--- config.mk ---
export PLATFORM = sky130hd
export DESIGN_NAME = s2p
export DESIGN_NICKNAME = d
export VERILOG_FILES = /design/src/rtl/s2p.sv
export SDC_FILE = /design/constraint.sdc
export NUM_CORES = 1
export LEC_CHECK = 0
export BUFFER_PORTS_ARGS = -buffer_cell sky130_fd_sc_hd__buf_2
export CORE_AREA = 3 3 40 42
export CTS_CLUSTER_SIZE = 24
export DETAILED_ROUTE_END_ITERATION = 6
export DIE_AREA = 0 0 43 45
export GPL_ROUTABILITY_DRIVEN = 0
export PLACE_DENSITY = 0.71
export SKIP_LAST_GASP = 1
export SYNTH_ARGS = -nofsm -noshare
export SYNTH_HDL_FRONTEND = slang
export SYNTH_SLANG_ARGS = --single-unit
--- constraint.sdc ---
create_clock -name clk -period 2.45 [get_ports clk]
set_clock_uncertainty 0.1 [all_clocks]
set_input_delay 0.1225 -clock clk [delete_from_list [all_inputs] [get_ports clk]]
set_output_delay 0.1225 -clock clk [all_outputs]
set_load 0.01 [all_outputs]
--- src/rtl/s2p.sv ---
// Serial-to-parallel receiver: assembles W-bit words from a vld-qualified bit
// stream into a holding register, flagging frame breaks and overruns.
module s2p #(
  parameter int W         = 4,
  parameter bit MSB_FIRST = 1'b1
) (
  input  logic         clk,
  input  logic         n_rst,
  input  logic         data,
  input  logic         vld,
  input  logic         rd,
  input  logic         clr,
  output logic [W-1:0] dout,
  output logic         full,
  output logic         busy,
  output logic         err,
  output logic         ovf
);

  localparam int CNT_W = $clog2(W + 1);
  localparam logic [CNT_W-1:0] LAST_CNT = CNT_W'(W - 1);

  typedef enum logic [0:0] {
    IDLE  = 1'b0,
    SHIFT = 1'b1
  } state_t;

  state_t           state_r, state_s;
  logic [W-1:0]     sr_r, sr_s;
  logic [CNT_W-1:0] cnt_r, cnt_s;
  logic [W-1:0]     dout_r, dout_s;
  logic             full_r, full_s;
  logic             busy_r, busy_s;
  logic             err_r, err_s;
  logic             ovf_r, ovf_s;
  logic [W-1:0]     shifted_s;
  logic             done_s;
  logic             brk_s;
  logic             drop_s;

  // Next-state, datapath and flag update logic.
  always_comb begin
    state_s   = state_r;
    sr_s      = sr_r;
    cnt_s     = cnt_r;
    dout_s    = dout_r;
    full_s    = full_r;
    done_s    = 1'b0;
    brk_s     = 1'b0;
    drop_s    = 1'b0;
    if (MSB_FIRST) begin
      shifted_s = {sr_r[W-2:0], data};
    end else begin
      shifted_s = {data, sr_r[W-1:1]};
    end

    case (state_r)
      IDLE: begin
        if (vld) begin
          sr_s    = shifted_s;
          cnt_s   = CNT_W'(1);
          state_s = SHIFT;
        end else begin
          state_s = IDLE;
        end
      end
      SHIFT: begin
        if (vld) begin
          sr_s = shifted_s;
          if (cnt_r == LAST_CNT) begin
            done_s  = 1'b1;
            cnt_s   = {CNT_W{1'b0}};
            state_s = IDLE;
          end else begin
            cnt_s = cnt_r + CNT_W'(1);
          end
        end else begin
          // Frame break: the partial word is thrown away.
          brk_s   = 1'b1;
          sr_s    = {W{1'b0}};
          cnt_s   = {CNT_W{1'b0}};
          state_s = IDLE;
        end
      end
      default: begin
        state_s = IDLE;
        sr_s    = {W{1'b0}};
        cnt_s   = {CNT_W{1'b0}};
      end
    endcase

    // A read in the completion cycle frees the slot for the new word.
    if (done_s) begin
      if (!full_r || rd) begin
        dout_s = shifted_s;
        full_s = 1'b1;
      end else begin
        drop_s = 1'b1;
      end
    end else if (rd) begin
      full_s = 1'b0;
    end else begin
      full_s = full_r;
    end

    err_s  = brk_s  | (err_r & ~clr);
    ovf_s  = drop_s | (ovf_r & ~clr);
    busy_s = (state_s == SHIFT);
  end

  // State and output registers with synchronous active-low reset.
  always_ff @(posedge clk) begin
    if (!n_rst) begin
      state_r <= IDLE;
      sr_r    <= {W{1'b0}};
      cnt_r   <= {CNT_W{1'b0}};
      dout_r  <= {W{1'b0}};
      full_r  <= 1'b0;
      busy_r  <= 1'b0;
      err_r   <= 1'b0;
      ovf_r   <= 1'b0;
    end else begin
      state_r <= state_s;
      sr_r    <= sr_s;
      cnt_r   <= cnt_s;
      dout_r  <= dout_s;
      full_r  <= full_s;
      busy_r  <= busy_s;
      err_r   <= err_s;
      ovf_r   <= ovf_s;
    end
  end

  assign dout = dout_r;
  assign full = full_r;
  assign busy = busy_r;
  assign err  = err_r;
  assign ovf  = ovf_r;

endmodule

# Yosys cells after proc, flatten, opt, wreduce, memory -nomap -nowiden
# Cells that the tools add are included.
# totals
ff_bits	14
inputBits	6
elab_cells	43
# classes
n_addsub	1
eq_ne	3
muxes	21
bitwise_logic	6
n_reduce_logical	5
# ops
operator	count
3-bit 2-to-1 mux	5
1-bit 2-to-1 mux	13
3-bit case mux with 2 select lines	2
2-bit AND reduction	2
3-bit by 1-bit adder with 3-bit output (second input constant)	1
3-bit by 2-bit equality test with 1-bit output (second input constant)	1
1-bit bitwise AND	2
2-bit by 1-bit != test with 1-bit output (second input constant)	1
2-bit != test (second input constant)	1
1-bit NOT	2
1-bit OR	2
1-bit case mux with 2 select lines	1
2-bit nonzero test	1
1-bit logical NOT	1
1-bit logical OR	1

# Depth between registers and ports, before layout
# depth
ltp_word	6
depth_mapped	5
depth_no_buf	4

# Worst setup path after synthesis
# No wires, ideal clock.
# synth_timing
path_type	register -> register
start	register cnt_r[0]
end	register cnt_r[1]
setup_time_ns	0.070
arrival_ns	1.125
required_time_ns	2.280
setup_slack_ns	1.155
path_stages_with_launch	5
n_path_buf	0
period_less_slack_ns	1.295
cell_sequence	dfxtp_1 ha_1 nor2b_1 or3b_1 a21boi_1
# synth_via
elab_chain_len	4
elab_cells_between_ends	5
cone_classes	1 x add/sub; 1 x eq/ne; 3 x mux
# synth_lines
element	line_no	rtl
from (decl)	30	logic [CNT_W-1:0] cnt_r, cnt_s;
from (signal assigned)	116	cnt_r <= {CNT_W{1'b0}};
from (signal assigned)	125	cnt_r <= cnt_s;
3-bit by 1-bit adder with 3-bit output or 3-bit by 2-bit equality test with 1-bit output (tied branches)	75, 70	
3-bit 2-to-1 mux (*)	70	if (cnt_r == LAST_CNT) begin
3-bit 2-to-1 mux (*)	68	if (vld) begin
3-bit case mux with 2 select lines (*)	57	case (state_r)
# Mark *: on every way between the ends. The rest lies on a longest branch, timed or not.
# A chain may end at the register's enable or synchronous reset.

==> results by group <==
Place
  – Dpl ws: between 0.9 and 1 ns
  – DP Cell Count: 87
  – Placed instance area: between 600 and 700 µm²
  – IO Port Bufs: 13
  – DP Wirelength: 666 µm

GRT
  – Pin count of the biggest net entering global routing: 19
  – First-pass GRT wire length: 1570 µm
  – Number of global-route vias before repair: 368
  – GRT Resource Usage Total: 11.1%
  – Initial antenna violation count: 0
  – GRT Residual Overflow: 0

Power
  – Worst IR Drop VDD: 0.449 mV
  – Leak pwr: 0.288 nW
  – Power, Total: 385 µW
  – Pwr per Cell Area: approximately 580 nW/µm²

Clock tree
  – Clk pin slew, worst setup/hold paths: 0.07 ns
  – Cts repair resizes: 0
  – CTS Sinks: 14
  – Worst-Skew Late Latency: 0.27 ns
  – Longest Clk Path Bufs: 2
  – Post-CTS setup buffer count: 0
  – CTS Buf Count: 3
  – Hold Buf Count CTS: 0
  – CTS tree: yes
  – Clk root buf: clkbuf_4
  – Htree depth: 1

Final layout
  – Final Net Count: 84
  – Fraction of layout cells with a size suffix above 1: 22.7%
  – Ant diodes: 0
  – Syn-to-layout area delta: 12.3%
  – Fin util: 51.7%
  – Final standard cell area without fillers: approximately 660 µm²
  – Fin cells: 90

Logic synthesis
  – Count leader, synth: dfxtp_1
  – Synth Area per Inst: 9.25 µm²
  – Fraction of registers with async set/reset: 0%
  – Post-synth cell types: 22
  – Area leader, netlist: dfxtp_1
  – Mapped Area: between 500 and 600 µm²
  – Post-Syn Nets: 71
  – Top cells by area, synth: dfxtp_1, mux2i_1, nand2_1
  – Synth Instances: 64
  – Prevailing post-synth register cell: dfxtp_1
  – Post-synth EDFFs: 0
  – Synth top area share: 47.4%
  – Post-synthesis sequential area ratio: between 40% and 50%
  – Seq cells post-synth: 14
  – Synth warnings: 0
  – Commonest cells post-synth: dfxtp_1, nand2_1, nor2b_1

Floorplan
  – I/O Pins: 14
  – Starting density of the core: 46.1%
  – Site Rows: 13
  – Die Area: between 1500 and 2000 µm²
  – Die Width: 43 µm
  – Core box area: 1280 µm²
  – Die height: roughly 45 µm

Worst hold path
  – Hold Crit Class: in2reg
  – WHS Path Cells: 3

STA
  – Final Max Tran Viols: 0
  – Hold_ws: 0.0137 ns
  – Final setup viols: 0
  – Unrepaired setup endpoints after global routing: no
  – Slew headroom: 71.0%
  – Post-route worst setup slack: between 0.9 and 1 ns
  – Min cycle time layout: 1.52 ns
  – Max Freq: 0.658 GHz
  – Fin. Hold Viols: 0
  – Worst slew pin tran: 0.435 ns
  – Final setup TNS: 0 ns
  – Fin crit share: 62.0%

Setup path
  – Worst Path Arrival: 1.62 ns
  – CP Launch Type: flop
  – Crit-path cells: nand4b_1 > nor2b_1 > mux2i_1
  – FF-to-FF path depth: 3
  – Critical Path RT: roughly 2.6 ns
  – Largest stage delay on the critical path: 0.53 ns
  – Slowest cell on crit path: dfxtp_1
  – CP Class: reg2reg
  – Max FO, Critical Path: 10
  – Nature of the critical path endpoint: flop

Drt
  – DRT Wirelength: 943 µm
  – Drt wl/cell: 10.5 µm
  – Initial DRT Pass Iterations: 2
  – Avg Vias per Cell: 4.81
  – DR iter-0 viols: 2
  – Antenna viol nets, final: 0
  – Vias: 433
  – DR DRC count: 0

Flow run
  – Max-cap violations: 0

Run status
  – Run status: finished clean
## per-layer routing
metal | routed length [µm] | track usage (%) | part of all wire (%)
met1 | 482 | 13.9 | 51
met2 | 373 | 15.6 | 40
met3 | 74 | 7.17 | 7.8
met5 | 0 | 0 | 0
met4 | 12 | 3.61 | 1.3
## critical path: cells and delay by family (launching register included)
family           cells  cell delay, ns
DFF                  1            0.53
muxes                1            0.23
and+or+nand+nor      2            0.59
## power by group
part           switching [mW]  internal [mW]
logic                  0.0132         0.0110
clock network          0.0670         0.0569
registers             0.00475          0.232
total                  0.0850          0.300
## logic make-up after synthesis
kind of cell | share of synthesized area [%]
AND/OR/NAND/NOR | 23.9
flip-flops | 47.4
AO/OA/AOI/OAI | 12.3
buffers and inverters | 7.61
multiplexers | 6.77
adder cells (fa/ha/maj) | 2.11
## state kept, by name (all words and copies together), names as in the netlist
| signal | count |
|---|---|
| dout | 4 |
| cnt_r | 3 |
| sr_r | 3 |
| busy | 1 |
| err | 1 |
| full | 1 |
| ovf | 1 |
## cell usage in the layout, fill, tap and decap left out
cell type / Yosys / routed
dfxtp_1: 14 / 14
nor2_1: 2 / 2
o22ai_1: 2 / 2
inv_1: 3 / 3
o211a_1: 2 / 2
buf_2: 3 / 13
a21boi_0: 1 / 1
clkbuf_4: 0 / 3
nor3b_1: 3 / 3
nand2b_1: 1 / 1
a21boi_1: 1 / 1
nand2_1: 10 / 10
nor2b_1: 5 / 5
and2_1: 2 / 2
nand2_2: 1 / 1
ha_1: 1 / 1
nand4b_1: 1 / 1
or3b_1: 1 / 1
a21oi_1: 4 / 4
o21ai_0: 1 / 1
mux2i_1: 4 / 4
## final timing paths
path | from | endpoint | slack, ns
min | data | dout[0] | 0.01
min reg2reg | sr_r[2] | dout[3] | 0.35
max reg2reg | busy | dout[0] | 0.93
max | busy | dout[0] | 0.93
## final cells by class
class                           instances  area (µm²)
Timing Repair Buffer                   13        65.1
Clock buffer                            3        22.5
Multi-Input combinational cell         42         267
Inverter                                3        11.3
Sequential cell                        14         280
Fill cell                             131         621
Tap cell                               15        18.8
No activity file was read; power rests on OpenSTA's default activity.
